## config.mk

```make
export PLATFORM = sky130hd
export DESIGN_NAME = display_frame_controller
export DESIGN_NICKNAME = d
export VERILOG_FILES = /design/src/rtl/display_ctrl_pkg.sv /design/src/rtl/inter_byte_timer.sv /design/src/rtl/display_frame_controller.sv
export SDC_FILE = /design/constraint.sdc
export NUM_CORES = 1
export LEC_CHECK = 0
export CAP_MARGIN = 10
export CORE_MARGIN = 1
export CORE_UTILIZATION = 50
export CTS_CLUSTER_SIZE = 14
export DETAILED_ROUTE_END_ITERATION = 6
export PLACE_DENSITY_LB_ADDON = 0.12
export SETUP_SLACK_MARGIN = 0.05
export SLEW_MARGIN = 30
export SYNTH_ARGS = -nofsm -noshare
export SYNTH_HDL_FRONTEND = slang
export SYNTH_SLANG_ARGS = --single-unit
```

## constraint.sdc

```tcl
create_clock -name clock -period 1.93 [get_ports clock]
set_clock_uncertainty 0.2 [all_clocks]
set_input_delay 0.2895 -clock clock [delete_from_list [all_inputs] [get_ports clock]]
set_output_delay 0.2895 -clock clock [all_outputs]
set_load 0.1 [all_outputs]
```

## src/rtl/display_ctrl_pkg.sv

```systemverilog
// rtl/display_ctrl_pkg.sv - shared state encoding and display character set
package display_ctrl_pkg;

  typedef enum logic [2:0] {
    ST_IDLE,
    ST_WAIT_SECOND,
    ST_LATCH,
    ST_SEND,
    ST_WAIT_TX
  } ctrl_state_t;

  // The decoder imports these too, so both blocks agree on what is displayable
  localparam logic [7:0] CHAR_ONE = 8'h31;
  localparam logic [7:0] CHAR_P   = 8'h50;

  localparam logic [7:0] DEFAULT_ACK_BYTE = 8'h06;
  localparam logic [7:0] DEFAULT_NAK_BYTE = 8'h15;

  function automatic logic is_display_char(input logic [7:0] b);
    return (b == CHAR_ONE) || (b == CHAR_P);
  endfunction

endpackage

```

## src/rtl/inter_byte_timer.sv

```systemverilog
// rtl/inter_byte_timer.sv - saturating inter-byte timer, expires at TIMEOUT_CYCLES-1
module inter_byte_timer #(
  parameter int TIMEOUT_CYCLES = 50_000_000
) (
  input  logic clock,
  input  logic reset_n,
  input  logic clear,
  input  logic enable,
  output logic expired
);

  localparam int W = $clog2(TIMEOUT_CYCLES);
  localparam logic [W-1:0] LAST = W'(TIMEOUT_CYCLES - 1);

  logic [W-1:0] count;

  // Holds at LAST so a late enable can never wrap the count back to zero
  always_ff @(posedge clock or negedge reset_n) begin
    if (!reset_n) begin
      count <= '0;
    end else if (clear) begin
      count <= '0;
    end else if (enable && (count != LAST)) begin
      count <= count + W'(1);
    end
  end

  assign expired = (count == LAST);

endmodule

```

## src/rtl/display_frame_controller.sv

```systemverilog
// rtl/display_frame_controller.sv - two-byte frame assembly, decoder hold registers, ACK/NAK handshake
module display_frame_controller
  import display_ctrl_pkg::*;
#(
  parameter int         TIMEOUT_CYCLES = 50_000_000,
  parameter logic [7:0] ACK_BYTE       = DEFAULT_ACK_BYTE,
  parameter logic [7:0] NAK_BYTE       = DEFAULT_NAK_BYTE
) (
  input  logic       clock,
  input  logic       reset_n,
  input  logic [7:0] rx_data,
  input  logic       rx_valid,
  output logic [7:0] primeroByte,
  output logic [7:0] segundoByte,
  output logic       frame_valid,
  output logic [7:0] tx_data,
  output logic       tx_start,
  input  logic       tx_busy,
  output logic       timeout_err,
  output logic       overrun,
  output logic       busy
);

  ctrl_state_t state, state_next;

  logic [7:0] first_byte, first_next;
  logic [7:0] second_byte, second_next;
  logic [7:0] primero_next, segundo_next, tx_data_next;
  logic       frame_valid_next, tx_start_next, timeout_next;
  logic       timer_clear, timer_enable, timer_expired;

  inter_byte_timer #(
    .TIMEOUT_CYCLES(TIMEOUT_CYCLES)
  ) u_timer (
    .clock   (clock),
    .reset_n (reset_n),
    .clear   (timer_clear),
    .enable  (timer_enable),
    .expired (timer_expired)
  );

  always_ff @(posedge clock or negedge reset_n) begin
    if (!reset_n) begin
      state       <= ST_IDLE;
      first_byte  <= '0;
      second_byte <= '0;
      primeroByte <= '0;
      segundoByte <= '0;
      frame_valid <= 1'b0;
      tx_data     <= '0;
      tx_start    <= 1'b0;
      timeout_err <= 1'b0;
    end else begin
      state       <= state_next;
      first_byte  <= first_next;
      second_byte <= second_next;
      primeroByte <= primero_next;
      segundoByte <= segundo_next;
      frame_valid <= frame_valid_next;
      tx_data     <= tx_data_next;
      tx_start    <= tx_start_next;
      timeout_err <= timeout_next;
    end
  end

  always_comb begin
    state_next       = state;
    first_next       = first_byte;
    second_next      = second_byte;
    primero_next     = primeroByte;
    segundo_next     = segundoByte;
    frame_valid_next = 1'b0;
    tx_data_next     = tx_data;
    tx_start_next    = tx_start;
    timeout_next     = 1'b0;
    timer_clear      = 1'b0;
    timer_enable     = 1'b0;

    case (state)
      ST_IDLE: begin
        timer_clear = 1'b1;
        if (rx_valid) begin
          first_next = rx_data;
          state_next = ST_WAIT_SECOND;
        end
      end
      ST_WAIT_SECOND: begin
        timer_enable = 1'b1;
        // A byte arriving in the expiry cycle wins over the timeout
        if (rx_valid) begin
          second_next = rx_data;
          state_next  = ST_LATCH;
        end else if (timer_expired) begin
          timeout_next = 1'b1;
          first_next   = '0;
          state_next   = ST_IDLE;
        end
      end
      ST_LATCH: begin
        primero_next     = first_byte;
        segundo_next     = second_byte;
        frame_valid_next = 1'b1;
        tx_data_next     = is_display_char(second_byte) ? ACK_BYTE : NAK_BYTE;
        state_next       = ST_SEND;
      end
      ST_SEND: begin
        if (tx_busy) begin
          tx_start_next = 1'b0;
          state_next    = ST_WAIT_TX;
        end else begin
          tx_start_next = 1'b1;
        end
      end
      ST_WAIT_TX: begin
        if (!tx_busy) begin
          state_next = ST_IDLE;
        end
      end
      default: begin
        state_next = ST_IDLE;
      end
    endcase
  end

  assign busy    = (state == ST_LATCH) || (state == ST_SEND) || (state == ST_WAIT_TX);
  assign overrun = rx_valid && busy;

endmodule

```

==> run metrics <==
antenna-violating nets left 0; worst r2r src u_timer.count[25]$_DFFE_PN0P_; yosys warns 0; All-Layer GR Usage 25.7%; DR WL met2 4.04 mm; Netlist cell types 46; DP Cell Count 451; met3 WL 362 um; TritonCTS Buffers 9; clk slew on worst S/H paths 80 ps; worst hold slack 292 ps; initial antenna violation count 0; post-synthesis simple-gate area fraction 21.4%; Crit Path Class flop to output pin; via count 2798; hpwl dp 5.29 mm; Slew Viols, Final 0; Crit Path Max Fanout 8; die width 82.4 um; Peak VDD IR 1.89 mV; Mapped Avg Cell Area 10.2 um^2; Setup WS post-layout -7.66 ps; drt wl/cell 17.5 um; Fin. Hold Viols 0; Data arrival, critical path 1450 ps; clk sinks 67; total die area 6780 um^2; Post-synth EDFFs 0; vias in the first global route 2612; Max-Cap Viols 0; setup violators final 1; largest family of logic cells by synthesized area simple AND/OR/NAND/NOR gates; Period minus WS final 1940 ps; fin cells 480; vias per cell 5.83; CTS max path bufs 2; core area 6060 um^2; clk root buf clkbuf_8; Worst R2R Setup Slack 0 ps; fmax 0.516 GHz; die boundary height 82.4 um; post-synthesis mux area share 8.99%; FF+latch count, synth 67; num ports 41; Pwr Total 0.00781 W; leakage 2.09 nW; pin count of the biggest net entering global routing 68; first-pass GRT wire length 12.6 mm; clk_lat worst skew 340 ps; layout cells sized above 1 42.5%; DRC 0; port buffer count 36; Setup crit start kind flop; Synth async-reset ratio 100%; Seq/Total Area, Yosys 51.9%; DRT Pass-1 Iters 5; Initial Utilization 53.3%; Total Wirelength 8.42 mm; antenna cells 0; most frequent cells in the layout dfrtp_1 (66), buf_4 (43), buf_12 (27); Metal-1 WL 3.82 mm; CTS tree done; routability-driven placement congestion ratio 0.868; status finished, violations left; RSZ-0062 raised after global routing true; cell count after synthesis 316; prevailing post-synth register cell dfrtp_1; Synth Area in XOR/XNOR 3.25%; post-synthesis instance area 3230 um^2; failing checks negative setup slack; GRT overflow 0; post-synthesis adder-cell area fraction 0.387%; num rows 28; most common cell after layout, fill and taps aside dfrtp_1; Initial DRC Count 247; H-tree depth 3; reg2reg path depth 7; post-synthesis compound-gate area fraction 9.22%; fin crit share 100%; NumNets Final 413; synthesis-to-finish area growth 46.6%; worst hold path type input port to asynchronous set/reset pin; CP required 1440 ps; highest routing layer actually used met4; CP Capture Type output pin; worst r2r dst u_timer.count[13]$_DFFE_PN0P_; pwr/cell area 1650 nW/um^2
-- Yosys cell counts (all sizes together), types with 3 or more instances --
cell type,n,area [um^2]
a21oi,15,75.1
and2,6,37.5
and3,6,37.5
buf,14,105
clkbuf,9,36.3
dfrtp,67,1680
inv,3,11.3
mux2,24,270
nand2,33,124
nand3,14,70.1
nand3b,3,22.5
nand4,16,100
nor2,25,96.4
nor3,8,40.0
nor4,4,25.0
o21ai,11,55.1
o22ai,8,50.1
or3,4,25.0
or4,3,22.5
xnor2,3,26.3
xor2,9,78.8
-- how the worst max path moves through the flow --
stage	start	slack (ps)	endpoint
global route	u_timer.count[11]$_DFFE_PN0P_	-80	u_timer.count[16]$_DFFE_PN0P_
global placement	u_timer.count[10]$_DFFE_PN0P_	-10	u_timer.count[0]$_DFFE_PN0P_
CTS	state[1]$_DFFE_PN0P_	-20	u_timer.count[19]$_DFFE_PN0P_
detailed placement	u_timer.count[10]$_DFFE_PN0P_	-40	u_timer.count[0]$_DFFE_PN0P_
finish	state[2]$_DFFE_PN0P_	-8	overrun
floorplan	u_timer.count[1]$_DFFE_PN0P_	-40	first_byte[0]$_DFFE_PN0P_
-- flip-flops by register name, summed over array words and instances, names as in the netlist --
| signal | cells |
|---|---|
| tx_start | 1 |
| state | 3 |
| u_timer.count | 26 |
| frame_valid | 1 |
| second_byte | 8 |
| tx_data | 3 |
| timeout_err | 1 |
| first_byte | 8 |
| primeroByte | 8 |
| segundoByte | 8 |
-- where the power goes --
group / switching [W] / internal, W
clock: 0.000579 / 0.000472
sequential: 0.000429 / 0.00182
combinational: 0.00268 / 0.00183
total: 0.00369 / 0.00412
-- final cells by class --
cell class	instances	area, um^2
multi-input cells	227	1680
flip-flops and latches	67	1680
fillers	358	1330
repair buffers	92	1090
clock buffers	9	124
well taps	75	93.8
clock inverters	7	52.6
inverters	3	11.3
-- cell families after synthesis --
group,count (synthesis)
AO/OA/AOI/OAI,49
XOR/XNOR,12
adder cells (fa/ha/maj),1
buffers and inverters,26
flip-flops,67
multiplexers,26
other,1
AND/OR/NAND/NOR,134
-- repair_timing --
action / 4_1_cts / 5_1_grt
resized for setup: 28 / 42
pin swaps: 25 / 22
gates cloned: 1 / 1
hold endpoints to repair: 67 / 0
endpoints found under the setup margin: 21 / 43
setup buffers: 5 / 5
hold buffers: 1 / 0
-- metrics by stage --
step / worst slack (ps) / setup TNS [ps] / instance area, um^2 / utilization, %
final: -7.66 / -7.66 / 4730 / 78.1
after CTS: -16.6 / -54.6 / 4530 / 74.7
after detailed placement: -43.3 / -79.9 / 4190 / 69.1
after floorplan: -37.7 / -370 / 3280 / -
after global placement: -14.5 / -14.5 / 4190 / 69.1
after global routing: -84.8 / -1110 / 4730 / 78.1
-- per-layer routing --
metal	track usage, %	vias up
met5	0	-
met4	10.5	0
met3	4.51	20
met2	40.0	95
met1	35.4	1390
li1	-	1293
-- critical path: stages, from the launching register on --
cell and delay (ps):
dfrtp_2 480, nand2b_1 220, nand2_4 100, and2_4 150, buf_12 160
(Power assumes the default switching activity.)
==> patch 1 (same settings) <==
Make the reset (`reset_n`) synchronous in 2 clocked blocks.
--- a/src/rtl/inter_byte_timer.sv
+++ b/src/rtl/inter_byte_timer.sv
@@ -15,7 +15,7 @@
   logic [W-1:0] count;
 
   // Holds at LAST so a late enable can never wrap the count back to zero
-  always_ff @(posedge clock or negedge reset_n) begin
+  always_ff @(posedge clock) begin
     if (!reset_n) begin
       count <= '0;
     end else if (clear) begin
--- a/src/rtl/display_frame_controller.sv
+++ b/src/rtl/display_frame_controller.sv
@@ -39,7 +39,7 @@
     .expired (timer_expired)
   );
 
-  always_ff @(posedge clock or negedge reset_n) begin
+  always_ff @(posedge clock) begin
     if (!reset_n) begin
       state       <= ST_IDLE;
       first_byte  <= '0;
Behaviour: differs if reset_n is asserted again (counterexample within 4 cycles, from zero or initial values and one cycle with reset_n low); with reset_n held inactive, the same outputs for 10 cycles.
==> patch 1 against the unedited design <==
- the run still ends with setup timing left
- sequential cell count is the same
- via count grew 16%
- routed wire length grew 16%
- register-to-register slack lost 0.11 ns
- critical path depth grew 1
- setup slack lost 0.19 ns
- design area shrank 1.9%
- synthesized area shrank 8.2%
- synthesized cell count grew 15%
- fmax shrank 8.9%
Power is not compared: it rests on default switching activity, and its combinational part moved more than twofold at a synthesized area within 25%.
==> patch 1: results (changes against the unedited design) <==
place:
  pre_cts_ws_ns: -0.0376  # was -0.0433 ns
  dp_hpwl_um: 5610  # was 5290 um
  place_area_mm2: 0.00398  # was 0.00419 mm2
  dp.cells: 505  # was 451
yosys:
  ys.flop_type: "dfxtp_1"  # was dfrtp_1
  synthDistinctLibCells: 47  # was 46
  ys_seq_area_frac: 0.453  # was 0.519
  synth_area_leaders: "dfxtp_1, nand2_1, a21oi_1"  # was dfrtp_1, mux2_2, nand2_1
  synth_xor_area_frac: 0.0473  # was 0.0325
  yosys-top-cells-count: "nand2_1, dfxtp_1, a21oi_1"  # was dfrtp_1, nand2_1, mux2_2, nor2_1, nand4_1
  synthAdderAreaFrac: 0.00422  # was 0.00387
  synth_top_area_frac: 0.453  # was 0.519
  synthMuxAreaShare: 0  # was 0.0899
  synthArstFlopShare: 0  # was 1.00
status:
  violations: "setup timing"  # unchanged
  status: "finished, violations left"  # unchanged
timing:
  setup_ws_ns: -0.197  # was -0.00766 ns
  finalSetupViolations: 29  # was 1
final_layout:
  num-multi-input-gates: 276  # was 227
  nFillCells: 315  # was 358
  signal_buffers: 107  # was 92
  fin_nets: 477  # was 413
  drive_gt1_frac: 0.369  # was 0.425
  buf_share: 0.260  # was 0.230
min_path:
  hold_class: "flip-flop to flip-flop"  # was input pin to async pin
grt:
  track_usage: 0.298  # was 0.257
  grt_max_degree: 30  # was 68
  grt_pass1_wl_um: 14200  # was 12600 um
route:
  routed-via-count: 3239  # was 2798
  wirelength_um: 9750  # was 8420 um
  wl_per_cell_um: 18.0  # was 17.5 um
setup_path:
  max_stage_delay_ns: 0.42  # was 0.48 ns
  crit_family: "simple AND/OR/NAND/NOR gates"  # was flip-flops
  cp.arrival_ns: 1.64  # was 1.45 ns
floorplan:
  rows: 27  # was 28
patch 1: timing repair:
| action | 4_1_cts | 5_1_grt |
|---|---|---|
| gates resized for setup | 30 | 55 |
| setup buffers | 8 | 10 |
| pin swaps | 8 | 26 |
| cloned | 1 | 1 |
| hold buffers | 0 | 0 |
| endpoints found under the setup margin | 28 | 41 |
patch 1: metal layers:
layer  GRT usage  wire length [um]  vias to the layer above
met1       0.375              3860                     1528
met5           0                 0                        -
met3      0.0851               761                       47
li1            -                 -                     1475
met4       0.115               373                        0
met2       0.479              4760                      189
patch 1: path summary, 6_finish.rpt:
check                                       from        endpoint  slack [ns]  depth (start not counted)
worst max-delay path                    state[0]         overrun       -0.20                          5
worst min-delay path              second_byte[1]  segundoByte[1]        0.28                          2
worst max register to register  u_timer.count[7]     timeout_err       -0.11                          6
worst min register to register    second_byte[1]  segundoByte[1]        0.28                          2
patch 1: power breakdown:
group	switching, mW	total (mW)	internal, mW
combinational	0.326	0.535	0.209
clock	0.555	1.28	0.721
sequential	0.0420	1.46	1.41
==> patch 2 (same settings) <==
Without the edit above. `TIMEOUT_CYCLES` is set to 50_000_000 in 2 places; all go to 100_000_000.
--- a/src/rtl/inter_byte_timer.sv
+++ b/src/rtl/inter_byte_timer.sv
@@ -1,6 +1,6 @@
 // rtl/inter_byte_timer.sv - saturating inter-byte timer, expires at TIMEOUT_CYCLES-1
 module inter_byte_timer #(
-  parameter int TIMEOUT_CYCLES = 50_000_000
+  parameter int TIMEOUT_CYCLES = 100_000_000
 ) (
   input  logic clock,
   input  logic reset_n,
--- a/src/rtl/display_frame_controller.sv
+++ b/src/rtl/display_frame_controller.sv
@@ -2,7 +2,7 @@
 module display_frame_controller
   import display_ctrl_pkg::*;
 #(
-  parameter int         TIMEOUT_CYCLES = 50_000_000,
+  parameter int         TIMEOUT_CYCLES = 100_000_000,
   parameter logic [7:0] ACK_BYTE       = DEFAULT_ACK_BYTE,
   parameter logic [7:0] NAK_BYTE       = DEFAULT_NAK_BYTE
 ) (
Behaviour: same outputs for any inputs over 10 cycles, from zero or initial values and one cycle with reset_n low; that may be too few to reach the edited logic, so the function may still have changed.
==> patch 2 against the unedited design <==
- the run still ends with setup timing left
- non-clock buffer count grew 32
- via count increased by 5.5%
- global-route usage rose by 0.53 points
- utilization increased by 3.6 points
- synthesized area increased by 3.8%
- routed wire length rose by 14%
- first-iteration DRC count is 6.1% higher
- cell count rose by 5.0%
- power rose by 6.0%
- sequential power about the same
- setup slack lost 0.34 ns
- sequential cell count grew 1
- clock power increased by 20%
- design area is 11% higher
- highest routed layer unchanged
==> patch 2: results (changes against the unedited design) <==
yosys:
  synthDistinctLibCells: 58  # was 46
  synthCells: 306  # was 316
  synth_area_leaders: "dfrtp_1, mux2_2, a21oi_1"  # was dfrtp_1, mux2_2, nand2_1
  synthArstFlopShare: 1.00  # unchanged
  ys_seq_area_frac: 0.508  # was 0.519
  yosysWarnings: 0  # unchanged
  yosys-top-cells-count: "dfrtp_1, mux2_2, nand2_1"  # was dfrtp_1, nand2_1, mux2_2, nor2_1, nand4_1
setup_path:
  worst-r2r-cell-count: 6  # was 7
  worst_path_max_delay_cell: "or4_4"  # was dfrtp_2
  cp.arrival_ns: 2.32  # was 1.45 ns
  crit_fanout: 8  # unchanged
  max_stage_delay_ns: 0.48  # about the same
place:
  pre_cts_ws_ns: -0.299  # was -0.0433 ns
  dp.cells: 461  # was 451
  io_buffers: 36  # unchanged
  dp_hpwl_um: 5180  # was 5290 um
  gp_congestion: 0.805  # was 0.868
route:
  drt_iter0_drc: 262  # was 247
  wirelength_um: 9620  # was 8420 um
  dr.pass1.iters: 4  # was 5
  wl_per_cell_um: 19.1  # was 17.5 um
  routed-via-count: 2952  # was 2798
grt:
  grt_use_met3: 0.0623  # was 0.0451
  grt_max_degree: 69  # was 68
  antenna_found_initial: 0  # unchanged
  use_met1: 0.330  # was 0.354
  track_usage: 0.262  # was 0.257
  use_met2: 0.429  # was 0.400
  grt_pass1_wl_um: 14400  # was 12600 um
final_layout:
  fin_nets: 435  # was 413
  largest_reg_flops: 27  # was 26
  antenna_cells: 0  # unchanged
  top_register: "u_timer.count"  # unchanged
  drive_gt1_frac: 0.515  # was 0.425
timing:
  tns_ns: -7.99  # was -0.00766 ns
  setup_ws_ns: -0.349  # was -0.00766 ns
  finalSetupViolations: 35  # was 1
status:
  violations: "setup timing"  # unchanged
  status: "finished, violations left"  # unchanged
pwr:
  leakagePower_nw: 2.28  # was 2.09 nW
  irDropWorstVdd_uv: 1560  # was 1890 uV
clocking:
  root_buffer: "clkbuf_8"  # unchanged
  h-tree-depth: 3  # unchanged
  insertion_delay_ns: 0.36  # was 0.34 ns
  clockBufferDepth: 2  # unchanged
  numCtsBuffers: 9  # unchanged
  path_clk_slew_ns: 0.08  # about the same
min_path:
  hold_class: "input pin to async pin"  # unchanged
==> patch 2: changes by cell type in the layout (fill, tap and decap cells not counted), sizes merged, moves of 3 or more <==
cell / unedited run / this run
or4: 3 / 9
nor3: 8 / 4
a21o: 3 / 0
nor2: 25 / 17
nand4: 16 / 11
nand2b: 2 / 12
o31ai: 1 / 8
a21oi: 15 / 21
and2: 6 / 3
nand2: 33 / 21
clkinv: 5 / 1
buf: 81 / 112
and3: 6 / 3
nand3: 14 / 10
==> patch 2: worst paths after layout <==
kind                                   startpoint          endpoint  slack [ns]
min in group clock                 second_byte[4]    segundoByte[4]        0.33
worst max-delay path            u_timer.count[25]     first_byte[4]       -0.35
max in group asynchronous                 reset_n        tx_data[2]        0.95
worst min-delay path                      reset_n  u_timer.count[7]        0.26
worst max register to register  u_timer.count[25]     first_byte[4]       -0.35
worst min register to register     second_byte[4]    segundoByte[4]        0.33
==> patch 2: through the flow <==
step,instance area (um2),utilization,hold WS (ns)
global placement,4460,0.695,0.139
detailed placement,4460,0.695,0.141
finish,5250,0.817,0.264
floorplan,3380,-,-0.206
CTS,4960,0.773,0.297
global route,5250,0.817,0.325
==> patch 2: routing by layer <==
layer  vias to the layer above  part of all wire
met5                         -                 0
li1                       1338                 -
met4                         0             0.044
met3                        40             0.042
met2                       101              0.51
met1                      1473              0.40
==> patch 2: timing repair <==
item	in CTS	in global routing
gates resized for setup	34	47
hold buffers	1	0
pin swaps	14	30
endpoints found under the hold margin	68	0
gates cloned	1	0
buffers inserted	14	12
endpoints found under the setup margin	45	47
==> patch 2: logic make-up after synthesis <==
| logic type | count (synthesis) | share of synthesized area |
|---|---|---|
| other cells | 1 | 0.00112 |
| flops | 68 | 0.508 |
| compound gates | 56 | 0.108 |
| simple gates | 119 | 0.221 |
| buf+inv | 26 | 0.0478 |
| mux | 26 | 0.0870 |
| fa+ha+maj | 1 | 0.00373 |
| xor+xnor | 9 | 0.0235 |
==> patch 2: layout make-up <==
type                            count  area (um2)
Multi-Input combinational cell    215        1780
Sequential cell                    68        1700
Timing Repair Buffer              124        1450
Fill cell                         325        1170
Clock buffer                       10         138
Tap cell                           77        96.3
Clock inverter                      6        71.3
Inverter                            4        15.0
==> patch 2: critical path: cells and delay by family (launching register included) <==
kind	cells	cell delay (ns)
buffers and inverters	1	0.21
AND/OR/NAND/NOR	4	1.29
flip-flops	1	0.41
AO/OA/AOI/OAI	1	0.05
==> patch 2: power by group <==
| part | internal [mW] | total [mW] | switching [mW] |
|---|---|---|---|
| Clock | 0.643 | 1.26 | 0.619 |
| Sequential | 1.84 | 2.25 | 0.411 |
| Combinational | 2.04 | 4.77 | 2.73 |
| Total | 4.51 | 8.27 | 3.76 |
